## src/rtl/stlb_miss_arbiter.sv

```systemverilog
// Arbitrates ITLB/DTLB misses onto the single shared-TLB request port, keeps one
// miss outstanding, routes the response to its owner and discards work on flush.
module stlb_miss_arbiter #(
  parameter int unsigned VpnWidth  = 27,
  parameter int unsigned AsidWidth = 16,
  parameter int unsigned PteWidth  = 64
) (
  input  logic                 clk_i,
  input  logic                 rst_ni,
  input  logic                 flush_i,
  input  logic [AsidWidth-1:0] asid_i,
  // ITLB side
  input  logic                 itlb_miss_i,
  input  logic [VpnWidth-1:0]  itlb_vpn_i,
  output logic                 itlb_gnt_o,
  output logic                 itlb_rsp_valid_o,
  // DTLB side
  input  logic                 dtlb_miss_i,
  input  logic [VpnWidth-1:0]  dtlb_vpn_i,
  output logic                 dtlb_gnt_o,
  output logic                 dtlb_rsp_valid_o,
  // Shared TLB request
  output logic                 stlb_req_o,
  output logic [VpnWidth-1:0]  stlb_vpn_o,
  output logic [AsidWidth-1:0] stlb_asid_o,
  output logic                 stlb_is_instr_o,
  input  logic                 stlb_gnt_i,
  // Shared TLB response
  input  logic                 stlb_valid_i,
  input  logic [PteWidth-1:0]  stlb_pte_i,
  input  logic [1:0]           stlb_level_i,
  input  logic                 stlb_fault_i,
  // Broadcast to both L1 TLBs
  output logic [PteWidth-1:0]  rsp_pte_o,
  output logic [1:0]           rsp_level_o,
  output logic                 rsp_fault_o
);

  typedef enum logic [1:0] {
    S_IDLE,
    S_REQ,
    S_WAIT,
    S_DROP
  } state_e;

  state_e               state_q, state_d;
  logic                 last_instr_q, last_instr_d;
  logic [VpnWidth-1:0]  vpn_q, vpn_d;
  logic [AsidWidth-1:0] asid_q, asid_d;
  logic                 is_instr_q, is_instr_d;

  logic any_miss;
  logic win_instr;

  assign any_miss = itlb_miss_i | dtlb_miss_i;

  // On a tie the side that was not served last wins; a lone requester always wins.
  assign win_instr = (itlb_miss_i && dtlb_miss_i) ? ~last_instr_q : itlb_miss_i;

  // NOTE: every combinational output and next-state value gets a default before the
  // case statement, so no path leaves a variable unassigned and no latch is inferred.
  always_comb begin
    state_d          = state_q;
    last_instr_d     = last_instr_q;
    vpn_d            = vpn_q;
    asid_d           = asid_q;
    is_instr_d       = is_instr_q;
    itlb_gnt_o       = 1'b0;
    dtlb_gnt_o       = 1'b0;
    itlb_rsp_valid_o = 1'b0;
    dtlb_rsp_valid_o = 1'b0;

    unique case (state_q)
      S_IDLE: begin
        if (any_miss && !flush_i) begin
          itlb_gnt_o   = win_instr;
          dtlb_gnt_o   = ~win_instr;
          vpn_d        = win_instr ? itlb_vpn_i : dtlb_vpn_i;
          asid_d       = asid_i;
          is_instr_d   = win_instr;
          last_instr_d = win_instr;
          state_d      = S_REQ;
        end
      end

      S_REQ: begin
        // A flush racing the shared-TLB accept still leaves a response in flight.
        if (flush_i) begin
          state_d = stlb_gnt_i ? S_DROP : S_IDLE;
        end else if (stlb_gnt_i) begin
          state_d = S_WAIT;
        end
      end

      S_WAIT: begin
        if (stlb_valid_i) begin
          state_d = S_IDLE;
          if (!flush_i) begin
            itlb_rsp_valid_o = is_instr_q;
            dtlb_rsp_valid_o = ~is_instr_q;
          end
        end else if (flush_i) begin
          state_d = S_DROP;
        end
      end

      S_DROP: begin
        if (stlb_valid_i) begin
          state_d = S_IDLE;
        end
      end

      default: state_d = S_IDLE;
    endcase
  end

  // NOTE: sequential state uses non-blocking assignments so every register samples
  // the pre-edge values, independent of statement order.
  always_ff @(posedge clk_i or negedge rst_ni) begin
    if (!rst_ni) begin
      state_q      <= S_IDLE;
      last_instr_q <= 1'b1;
      vpn_q        <= '0;
      asid_q       <= '0;
      is_instr_q   <= 1'b0;
    end else begin
      state_q      <= state_d;
      last_instr_q <= last_instr_d;
      vpn_q        <= vpn_d;
      asid_q       <= asid_d;
      is_instr_q   <= is_instr_d;
    end
  end

  assign stlb_req_o      = (state_q == S_REQ);
  assign stlb_vpn_o      = vpn_q;
  assign stlb_asid_o     = asid_q;
  assign stlb_is_instr_o = is_instr_q;

  assign rsp_pte_o   = stlb_pte_i;
  assign rsp_level_o = stlb_level_i;
  assign rsp_fault_o = stlb_fault_i;

endmodule

```

## config.mk

```make
export PLATFORM = sky130hd
export DESIGN_NAME = stlb_miss_arbiter
export DESIGN_NICKNAME = d
export VERILOG_FILES = /design/src/rtl/stlb_miss_arbiter.sv
export SDC_FILE = /design/constraint.sdc
export NUM_CORES = 1
export LEC_CHECK = 0
export ABC_AREA = 1
export CAP_MARGIN = 20
export CORE_AREA = 2 2 100 102
export DETAILED_ROUTE_END_ITERATION = 6
export DIE_AREA = 0 0 102 104
export GPL_ROUTABILITY_DRIVEN = 0
export PLACE_DENSITY = 0.86
export SYNTH_ARGS = -nofsm -noshare
export SYNTH_HDL_FRONTEND = slang
export SYNTH_SLANG_ARGS = --single-unit
```

## constraint.sdc

```tcl
create_clock -name clk_i -period 4.05 [get_ports clk_i]
set_clock_uncertainty 0.2 [all_clocks]
set_input_delay 1.215 -clock clk_i [delete_from_list [all_inputs] [get_ports clk_i]]
set_output_delay 1.215 -clock clk_i [all_outputs]
set_load 0.02 [all_outputs]
```

==> reports/qor.txt, run 1 <==
Power per cell area - 628 nW/um^2
Library cell occupying the most area in the post-synthesis netlist - sky130_fd_sc_hd__dfrtp_1
Post-Place Cell Area - 3660 sq um
Average vias per placed instance - 4.24
Final period demand of the worst path - 3.91 ns
Placed Cells - 569
Later-pin clock latency in the skew report - 0.30 ns
Maximum vdd ir drop - 0.312 mV
TritonCTS Sinks - 47
Total power of the final layout - 2.36 mW
Total routing resource utilization after global routing - 13.9%
Setup repair after global routing missed its margin - false
TritonCTS clock tree - built
Slowest stage delay, CP - 0.52 ns
Clk buf depth - 2
Cts-stage hold buffer count - 0
Critical path's most frequent cell - sky130_fd_sc_hd__buf_4
Worst path slowest cell - sky130_fd_sc_hd__clkdlybuf4s50_1
Dpl hpwl - 5600 um
Post-Route WL - 7410 um
Master cell of the clock root buffer - sky130_fd_sc_hd__clkbuf_8
Yosys warning count - 0
Flop and latch count out of synthesis - 47
Final worst hold slack - 0.277 ns
Number of antenna violations at the first check in global routing - 0
Transition time at the pin with the least slew margin - 0.467 ns
Fraction of final layout cells sized beyond drive strength 1 - 6.52%
Most area-consuming cells after synthesis - sky130_fd_sc_hd__dfrtp_1 (42%), sky130_fd_sc_hd__nand2_1 (31%), sky130_fd_sc_hd__buf_4 (20%), sky130_fd_sc_hd__buf_2 (1.3%), sky130_fd_sc_hd__dfstp_2 (0.95%)
Fill cell count - 996
Average wire per standard cell - 12.8 um
Die Footprint - 10600 sq um
Overflow left after global routing - 0
Total leakage power - 1.93 nW
Synth top area share - 41.8%
Synthesized area per cell - 7.25 sq um
Finished Cell Area - 3770 sq um
CTS H-tree depth - 2
Layout Area Growth over Synthesis - 36.7%
Share of synthesized area occupied by flip-flops and latches - 42.7%
Setup repair bufs after CTS - 0
Max Transition Viols Final - 0
Core ar. - 9550 sq um
Width of the chip - 102 um
Net count after synthesis - 524
Initial standard-cell utilization of the core - 28.9%
1st-iter DRT viols - 78
Number of buffers inserted during clock tree synthesis - 5
Library cells used by synthesis - 17
Ant diodes - 0
Std cell rows - 36
Number of top-level pins - 260
Final standard cell count with taps included and fillers excluded - 578
Clock transition at the registers of the reported paths - 0.09 ns
Mapped cell area - 2760 sq um
Vertical die dimension - 104 um
Kind of path behind the tightest hold check - reg -> reg
Gate count after technology mapping - 380
Detailed-route DRC error count - 0
Result of the run - finished, final reports clean
Cell Chain, Critical Path - clkdlybuf4s50_1 -> buf_4 -> nand2_2 -> inv_2 -> buf_4 -> nand2_1 -> inv_1 -> dlygate4sd2_1
Final core utilization - 39.4%
Final antenna-violating net count - 0
Top fanout value on the critical path - 2
Worst Setup Path Type - in -> out
Number of global-route vias before repair - 2575
Post-layout net count - 588
WP data required - 2.63 ns
Finish-stage setup viols - 0
Startpoint types - input pin
Largest net degree at the start of global routing - 48
Global-route wire length before repair - 11800 um
IO Port Bufs - 125
Hold Vio Cnt, Final - 0
FMAX - 255 MHz
Max transition margin - 68.9%
First-pass DRT Iterations - 5
Final critical-path share of the clock period - 96.7%
CP arrival - 2.50 ns
Detailed-route via count - 2450
Endpoint class of the critical path - output pin
# Max-Cap Violations - 0
==> where the power goes <==
part / internal (mW) / switching, mW / leakage (nW) / total [mW]
Clock: 0.138 / 0.158 / 0.0482 / 0.296
Sequential: 0.686 / 0.129 / 0.587 / 0.816
Combinational: 0.571 / 0.681 / 1.29 / 1.25
Total: 1.40 / 0.968 / 1.93 / 2.36
==> cells in the mapped netlist <==
cell	number
sky130_fd_sc_hd__nand2_1	226
sky130_fd_sc_hd__buf_4	72
sky130_fd_sc_hd__dfrtp_1	46
sky130_fd_sc_hd__buf_2	7
sky130_fd_sc_hd__inv_1	7
sky130_fd_sc_hd__nand3_1	4
sky130_fd_sc_hd__inv_2	3
sky130_fd_sc_hd__nor2_1	3
sky130_fd_sc_hd__o21ai_0	3
sky130_fd_sc_hd__nor4_1	2
sky130_fd_sc_hd__a21oi_1	1
sky130_fd_sc_hd__buf_6	1
sky130_fd_sc_hd__dfstp_2	1
sky130_fd_sc_hd__nand2_2	1
sky130_fd_sc_hd__nor2_2	1
sky130_fd_sc_hd__nor2_8	1
sky130_fd_sc_hd__o21ai_2	1
==> timing repair <==
item                       CTS  global route
pin swaps                    0             0
setup endpoints to repair    4             1
gates resized for setup      4             2
==> sequential cells by signal (all words and copies together) (netlist names) <==
| signal | flops |
|---|---|
| last_instr_q | 1 |
| state_q | 2 |
| stlb_asid_o | 16 |
| stlb_is_instr_o | 1 |
| stlb_vpn_o | 27 |
==> cell usage in the layout (no fill, tap or decap) <==
master,count
sky130_fd_sc_hd__buf_4,11
sky130_fd_sc_hd__nor2_8,1
sky130_fd_sc_hd__nand2_1,226
sky130_fd_sc_hd__nand3_1,4
sky130_fd_sc_hd__nor4_1,2
sky130_fd_sc_hd__dlygate4sd2_1,3
sky130_fd_sc_hd__o21ai_2,1
sky130_fd_sc_hd__a21oi_1,1
sky130_fd_sc_hd__buf_2,1
sky130_fd_sc_hd__dfstp_2,1
sky130_fd_sc_hd__clkbuf_8,6
sky130_fd_sc_hd__nor2_1,3
sky130_fd_sc_hd__nor2_2,1
sky130_fd_sc_hd__buf_12,1
sky130_fd_sc_hd__clkbuf_1,1
sky130_fd_sc_hd__nand2_2,1
sky130_fd_sc_hd__inv_1,7
sky130_fd_sc_hd__o21ai_0,3
sky130_fd_sc_hd__clkdlybuf4s50_1,120
sky130_fd_sc_hd__clkinv_2,1
sky130_fd_sc_hd__dfrtp_1,46
sky130_fd_sc_hd__clkbuf_2,1
sky130_fd_sc_hd__inv_2,3
==> metal layers <==
layer / GRT usage (%) / vias to the layer above / share of wire (%)
li1: - / 1196 / -
met1: 14.2 / 1098 / 38
met2: 24.2 / 128 / 49
met3: 5.85 / 28 / 9.2
met4: 6.10 / 0 / 3.0
met5: 0 / - / 0
==> worst max-delay path: cells and delay by family <==
kind / cells / cell delay, ns
simple gates: 2 / 0.11
buf+inv: 6 / 1.17
==> area by class of cell <==
type	instances	area (sq um)	area share, %
clock buffers	7	86.3	2.29
clock inverters	1	5.00	0.133
multi-input cells	243	953	25.3
well taps	133	166	4.42
flip-flops and latches	47	1180	31.3
repair buffers	137	1340	35.6
inverters	10	37.5	0.997
==> metrics by stage <==
step	worst slack, ns	TNS, ns
5_1_grt	0.0463	0
2_1_floorplan	0.588	0
4_1_cts	0.00783	0
3_5_place_dp	-0.271	-0.554
3_3_place_gp	-0.272	-0.489
6_report	0.135	0
==> final timing paths <==
check	from	to	slack, ns	cells after the start
min in group asynchronous	rst_ni	stlb_vpn_o[11]	0.63	1
worst max register to register	last_instr_q	stlb_vpn_o[1]	2.38	9
worst min register to register	last_instr_q	last_instr_q	0.28	2
worst max-delay path	itlb_miss_i	itlb_gnt_o	0.14	8
max in group asynchronous	rst_ni	last_instr_q	2.45	2
worst min-delay path	last_instr_q	last_instr_q	0.28	2
==> logic make-up (layout without fill, tap and decap cells) <==
kind of cell | after synthesis | count (layout) | synth area share [%]
AO/OA/AOI/OAI | 5 | 5 | 1.04
buffers and inverters | 90 | 155 | 22.7
flip-flops | 47 | 47 | 42.7
AND/OR/NAND/NOR | 238 | 238 | 33.6
(Power assumes the default switching activity.)
==> run 2, diff against run 1 <==
--- a/config.mk
+++ b/config.mk
@@ -7,11 +7,12 @@
 export LEC_CHECK = 0
 export ABC_AREA = 1
 export CAP_MARGIN = 20
-export CORE_AREA = 2 2 100 102
+export CORE_AREA = 2 2 101 103
 export DETAILED_ROUTE_END_ITERATION = 6
-export DIE_AREA = 0 0 102 104
+export DIE_AREA = 0 0 103 105
 export GPL_ROUTABILITY_DRIVEN = 0
-export PLACE_DENSITY = 0.86
+export PLACE_DENSITY = 0.76
+export SLEW_MARGIN = 20
 export SYNTH_ARGS = -nofsm -noshare
 export SYNTH_HDL_FRONTEND = slang
 export SYNTH_SLANG_ARGS = --single-unit
==> constraint.sdc (replaced) <==
create_clock -name clk_i -period 3.8 [get_ports clk_i]
set_clock_uncertainty 0.2 [all_clocks]
set_input_delay 1.14 -clock clk_i [delete_from_list [all_inputs] [get_ports clk_i]]
set_output_delay 1.14 -clock clk_i [all_outputs]
set_load 0.02 [all_outputs]
==> run 2 against run 1 <==
Critical path depth is 2 lower. Sequential share of layout area fell by 0.18 points. Largest power group unchanged. Cell area is 0.56% higher.
==> reports/qor.txt, run 2 (synthesis gave the netlist of run 1 again) <==
Power per cell area - 697 nW/um^2 (+11%)
Final period demand of the worst path - 3.70 ns
Clock share of power - 16.6% (+4.1 points)
Largest net degree at the start of global routing - 48 (unchanged)
Post-layout net count - 586 (-0.34%)
First-pass DRT Iterations - 4 (-1)
Core ar. - 9640 sq um (+0.94%)
Total power of the final layout - 2.64 mW (+12%)
Final antenna-violating net count - 0 (unchanged)
Startpoint types - input pin
Clk buf depth - 2 (unchanged)
Number of top-level pins - 260 (unchanged)
Layout Area Growth over Synthesis - 37.5%
Routing usage on met1 - 16.1% (+2.0 points)
Clock transition at the registers of the reported paths - 0.09 ns (about the same)
Kind of path behind the tightest hold check - reg -> reg
Vertical die dimension - 105 um (+0.96%)
# Max-Cap Violations - 0 (unchanged)
Result of the run - finished, final reports clean
Worst-case reg-to-reg path depth - 7 (-2)
Total leakage power - 1.93 nW (about the same)
Final critical-path share of the clock period - 97.3%
Endpoint class of the critical path - output pin
Worst-case setup slack after placement - -0.201 ns (+0.0702 ns)
Average wire per standard cell - 13.3 um (+4.1%)
Setup repair bufs after CTS - 0 (unchanged)
Transition time at the pin with the least slew margin - 0.620 ns (+0.153 ns)
Final worst hold slack - 0.273 ns (-0.00390 ns)
Most common library cell in the layout ignoring fill and taps - sky130_fd_sc_hd__nand2_1
Worst-case setup margin in the final layout - 0.101 ns (-0.0342 ns)
IO Port Bufs - 125 (unchanged)
Global-route wire length before repair - 11900 um (+0.70%)
Internal reg-to-reg setup slack - 2.17 ns (-0.21 ns)
Max Transition Viols Final - 0 (unchanged)
Number of buffers inserted during clock tree synthesis - 5 (unchanged)
Finish-stage setup viols - 0 (unchanged)
Worst path slowest cell - sky130_fd_sc_hd__clkdlybuf4s50_1
Portion of total power attributed to sequential cells - 33.0% (-1.5 points)
Slowest stage delay, CP - 0.46 ns (-0.06 ns)
Cell Chain, Critical Path - clkdlybuf4s50_1 -> o21ai_2 -> nor2_8 -> nand2_1 -> inv_1 -> clkdlybuf4s15_1
Std cell rows - 36 (unchanged)
Post-Route WL - 7690 um (+3.8%)
P_sw - 1.04 mW (+7.2%)
Capturing instance or port of the critical path - itlb_gnt_o
Final standard cell count with taps included and fillers excluded - 576 (-0.35%)
Max transition margin - 58.7% (-10 points)
Highest-count cells in the layout ignoring fill and taps - sky130_fd_sc_hd__nand2_1 (226), sky130_fd_sc_hd__clkdlybuf4s50_1 (120), sky130_fd_sc_hd__dfrtp_1 (46)
Maximum vdd ir drop - 0.325 mV (+4.3%)
TritonCTS Sinks - 47 (unchanged)
Setup repair after global routing missed its margin - false
1st-iter DRT viols - 45 (-42%)
Ant diodes - 0 (unchanged)
Cts-stage hold buffer count - 0 (unchanged)
FMAX - 270 MHz
Power Internal - 1.60 mW (+15%)
Total routing resource utilization after global routing - 14.1% (+0.22 points)
Worst Setup Path Type - in -> out
Width of the chip - 103 um (+0.98%)
CP arrival - 2.36 ns (-0.14 ns)
Detailed-route via count - 2435 (-0.61%)
Top fanout value on the critical path - 4 (+2)
Crit path from - itlb_miss_i
Initial standard-cell utilization of the core - 28.6% (-0.27 points)
Fraction of final layout cells sized beyond drive strength 1 - 6.32% (-0.20 points)
FF-to-FF Start - state_q[1]
Master cell of the clock root buffer - sky130_fd_sc_hd__clkbuf_8
GRT met2 Usage - 24.3% (+0.10 points)
CTS H-tree depth - 2 (unchanged)
Reg2Reg Capture Point - stlb_vpn_o[11]
Number of global-route vias before repair - 2460 (-4.5%)
Most used routing layer in global routing - met2
Overflow left after global routing - 0 (unchanged)
Flip-flop count of the largest register after layout - 27 (unchanged)
Dpl hpwl - 5750 um (+2.7%)
Switching Fraction - 39.3% (-1.6 points)
Met3 global-route usage - 4.75% (-1.1 points)
WP data required - 2.46 ns (-0.17 ns)
Die Footprint - 10800 sq um (+2.0%)
Later-pin clock latency in the skew report - 0.30 ns (about the same)
Combinational cell fraction of total power - 50.4% (-2.6 points)
Number of antenna violations at the first check in global routing - 0 (unchanged)
Average vias per placed instance - 4.23 (-0.27%)
Detailed-route DRC error count - 0 (unchanged)
Hold Vio Cnt, Final - 0 (unchanged)
Placed Cells - 568 (-0.18%)
TritonCTS clock tree - built
run 2: cell type report:
type / instances / area (sq um)
Clock buffer: 5 / 68.8
Multi-Input combinational cell: 243 / 953
Inverter: 10 / 37.5
Fill cell: 1012 / 5850
Sequential cell: 47 / 1180
Tap cell: 133 / 166
Clock inverter: 3 / 67.6
Timing Repair Buffer: 135 / 1320
run 2: stage by stage:
stage                     TNS [ns]  util [%]  instance area (sq um)
after floorplan                  0         -                   2760
after global placement      -0.660      37.9                   3660
after detailed placement    -0.704      37.9                   3660
after CTS                        0      39.3                   3790
after global routing             0      39.3                   3790
final                            0      39.3                   3790
run 2: how the worst min path moves through the flow:
stage | endpoint | cells past startpoint | from
floorplan | last_instr_q | 2 | last_instr_q
global placement | stlb_asid_o[8] | 2 | stlb_asid_o[8]
detailed placement | stlb_asid_o[14] | 2 | stlb_asid_o[14]
CTS | last_instr_q | 2 | last_instr_q
global route | last_instr_q | 2 | last_instr_q
finish | last_instr_q | 2 | last_instr_q
run 2: power groups by stage:
stage,sequential [mW],combinational [mW],clock [mW]
2_1_floorplan,1.13,0.537,0
3_3_place_gp,0.873,1.33,0
3_5_place_dp,0.876,1.35,0
4_1_cts,0.875,1.35,0.456
5_1_grt,0.903,1.45,0.477
6_report,0.870,1.33,0.439
run 2: layer usage:
| metal | up-vias | share of wire, % | wire, um |
|---|---|---|---|
| met3 | 22 | 9.4 | 723 |
| met1 | 1099 | 40 | 3090 |
| met4 | 0 | 1.9 | 148 |
| met2 | 124 | 48 | 3730 |
| met5 | - | 0 | 0 |
| li1 | 1190 | - | - |
run 2: critical path, delay by kind of cell:
| family | cells | cell delay (ns) |
|---|---|---|
| simple gates | 2 | 0.13 |
| buf+inv | 3 | 0.79 |
| compound gates | 1 | 0.29 |
run 2: timing repair:
| action | in CTS | in global routing |
|---|---|---|
| pin swaps | 0 | 0 |
| endpoints found under the setup margin | 4 | 2 |
| endpoints found under the hold margin | 0 | 0 |
| resized for setup | 4 | 3 |
==> run 3, diff against run 2 <==
--- a/config.mk
+++ b/config.mk
@@ -7,11 +7,14 @@
 export LEC_CHECK = 0
 export ABC_AREA = 1
 export CAP_MARGIN = 20
-export CORE_AREA = 2 2 101 103
+export CELL_PAD_IN_SITES_DETAIL_PLACEMENT = 1
+export CELL_PAD_IN_SITES_GLOBAL_PLACEMENT = 1
+export CORE_MARGIN = 2
+export CORE_UTILIZATION = 19
+export CTS_CLUSTER_DIAMETER = 50
 export DETAILED_ROUTE_END_ITERATION = 6
-export DIE_AREA = 0 0 103 105
 export GPL_ROUTABILITY_DRIVEN = 0
-export PLACE_DENSITY = 0.76
+export PLACE_DENSITY_LB_ADDON = 0.1
 export SLEW_MARGIN = 20
 export SYNTH_ARGS = -nofsm -noshare
 export SYNTH_HDL_FRONTEND = slang
==> run 3 against run 2 <==
Register-to-register slack lost 0.11 ns. Wire length grew 11%. Worst hold slack worse by 0.0031 ns. Flip-flop and latch count stayed put. Via count is 0.16% lower. Cell count is 8.7% higher. Largest power group unchanged. Highest routed layer unchanged.
==> reports/qor.txt, run 3 (synthesis gave the netlist of run 1 again) <==
Result of the run - finished, final reports clean
Top fanout value on the critical path - 4 (unchanged)
Width of the chip - 124 um (+21%)
Final antenna-violating net count - 0 (unchanged)
Initial standard-cell utilization of the core - 19.2% (-9.4 points)
Kind of path behind the tightest hold check - reg -> reg
# Max-Cap Violations - 0 (unchanged)
Number of buffers inserted during clock tree synthesis - 5 (unchanged)
Met2 wirelength from detailed routing - 3860 um (+3.5%)
Clk buf depth - 2 (unchanged)
Average vias per placed instance - 3.88 (-8.1%)
Post-Route WL - 8570 um (+11%)
Std cell rows - 44 (+22%)
IO Port Bufs - 125 (unchanged)
CTS H-tree depth - 2 (unchanged)
Core ar. - 14400 sq um (+49%)
Endpoint class of the critical path - output pin
Worst Setup Path Type - in -> out
FMAX - 270 MHz (about the same)
Startpoint types - input pin
Fill cell count - 1723 (+70%)
WP data required - 2.46 ns (about the same)
CP arrival - 2.36 ns (about the same)
Final critical-path share of the clock period - 97.4% (about the same)
Highest metal layer with signal wires - met4
Overflow left after global routing - 0 (unchanged)
Fraction of final layout cells sized beyond drive strength 1 - 6.33% (+0.014 points)
Cell Chain, Critical Path - clkdlybuf4s50_1 -> inv_1 -> nor4_1 -> dlygate4sd2_1
Final core utilization - 26.7% (-13 points)
Later-pin clock latency in the skew report - 0.29 ns (about the same)
Die Footprint - 15500 sq um (+43%)
Average wire per standard cell - 13.7 um (+2.6%)
TritonCTS Sinks - 47 (unchanged)
Maximum vdd ir drop - 0.232 mV (-28%)
Layout Area Growth over Synthesis - 39.4%
M1 wire length - 3490 um (+13%)
Ant diodes - 0 (unchanged)
Cts-stage hold buffer count - 0 (unchanged)
P_sw - 1.07 mW (+2.9%)
Worst path slowest cell - sky130_fd_sc_hd__clkdlybuf4s50_1
Master cell of the clock root buffer - sky130_fd_sc_hd__clkbuf_16
Portion of total power attributed to sequential cells - 32.6% (-0.4 points)
Setup repair after global routing missed its margin - false
Power Internal - 1.57 mW (-1.6%)
Internal reg-to-reg setup slack - 2.06 ns (-0.11 ns)
Combinational cell fraction of total power - 50.9% (+0.5 points)
Total negative slack - 0 ns (unchanged)
Largest net degree at the start of global routing - 45 (-6.3%)
Max transition margin - 66.2% (+7.5 points)
Number of antenna violations at the first check in global routing - 0 (unchanged)
Power per cell area - 688 nW/um^2 (-1.2%)
Detailed-route via count - 2431 (-0.16%)
Setup repair bufs after CTS - 0 (unchanged)
1st-iter DRT viols - 70 (+56%)
TritonCTS clock tree - built
Flip-flop count of the largest register after layout - 27 (unchanged)
Most common library cell in the layout ignoring fill and taps - sky130_fd_sc_hd__nand2_1
Clock share of power - 16.5% (about the same)
Global-route wire length before repair - 14400 um (+21%)
Total routing resource utilization after global routing - 11.4% (-2.7 points)
Clock transition at the registers of the reported paths - 0.07 ns (-0.02 ns)
Transition time at the pin with the least slew margin - 0.507 ns (-0.113 ns)
Hold Vio Cnt, Final - 0 (unchanged)
Vertical die dimension - 124 um (+18%)
Detailed-route DRC error count - 0 (unchanged)
Finish-stage setup viols - 0 (unchanged)
First-pass DRT Iterations - 4 (unchanged)
Switching Fraction - 40.4% (+1.1 points)
Total leakage power - 1.93 nW (+0.14%)
Slowest stage delay, CP - 0.48 ns (+0.02 ns)
Max Transition Viols Final - 0 (unchanged)
Met3 Routed Length - 1070 um (+47%)
Number of global-route vias before repair - 2758 (+12%)
Dpl hpwl - 6180 um (+7.5%)
Post-layout net count - 585 (-0.17%)
Final period demand of the worst path - 3.70 ns (+0.00297 ns)
Number of top-level pins - 260 (unchanged)
Highest-count cells in the layout ignoring fill and taps - sky130_fd_sc_hd__nand2_1 (226), sky130_fd_sc_hd__clkdlybuf4s50_1 (120), sky130_fd_sc_hd__dfrtp_1 (46)
run 3: final timing paths:
kind	from	to	cells past startpoint
min	stlb_asid_o[3]	stlb_asid_o[3]	2
max in group asynchronous	rst_ni	last_instr_q	2
max reg2reg	state_q[1]	stlb_vpn_o[7]	6
min reg2reg	stlb_asid_o[3]	stlb_asid_o[3]	2
min in group asynchronous	rst_ni	stlb_asid_o[14]	2
max	stlb_valid_i	itlb_rsp_valid_o	4
run 3: worst max-delay path: cells and delay by family:
family | cells | cell delay [ns]
buffers and inverters | 3 | 0.95
AND/OR/NAND/NOR | 1 | 0.27
run 3: timing repair:
item	4_1_cts	5_1_grt
hold endpoints to repair	0	0
resized for setup	4	4
setup endpoints to repair	4	2
run 3: metal layers:
layer | global-route usage, % | vias to the layer above
met5 | 0 | -
li1 | - | 1189
met3 | 6.31 | 23
met1 | 13.0 | 1109
met4 | 3.24 | 0
met2 | 18.4 | 110
run 3: cell type report:
| type | count | area (sq um) | share of cell area, % |
|---|---|---|---|
| inverters | 10 | 37.5 | 0.978 |
| flip-flops and latches | 47 | 1180 | 30.7 |
| clock buffers | 5 | 125 | 3.26 |
| multi-input cells | 243 | 953 | 24.8 |
| clock inverters | 3 | 15.0 | 0.391 |
| repair buffers | 134 | 1300 | 33.9 |
| well taps | 184 | 230 | 6.00 |
run 3: metrics by stage:
stage                     hold WS (ns)  worst slack (ns)  total power [mW]  instances  instance area [sq um]
final                            0.270            0.0979              2.64        626                   3840
after detailed placement         0.258            -0.246              2.25        618                   3710
after global routing             0.299           0.00184              2.87        626                   3840
after CTS                        0.272            0.0151              2.72        626                   3850
after floorplan                  0.242             0.488              1.66        380                   2760
after global placement           0.253            -0.248              2.24        618                   3710
run 3: power by group through the flow:
stage | registers, mW | logic (mW) | clock network (mW)
finish | 0.860 | 1.35 | 0.436
global route | 0.899 | 1.49 | 0.483
CTS | 0.867 | 1.39 | 0.463
detailed placement | 0.870 | 1.38 | 0
global placement | 0.867 | 1.37 | 0
floorplan | 1.13 | 0.537 | 0
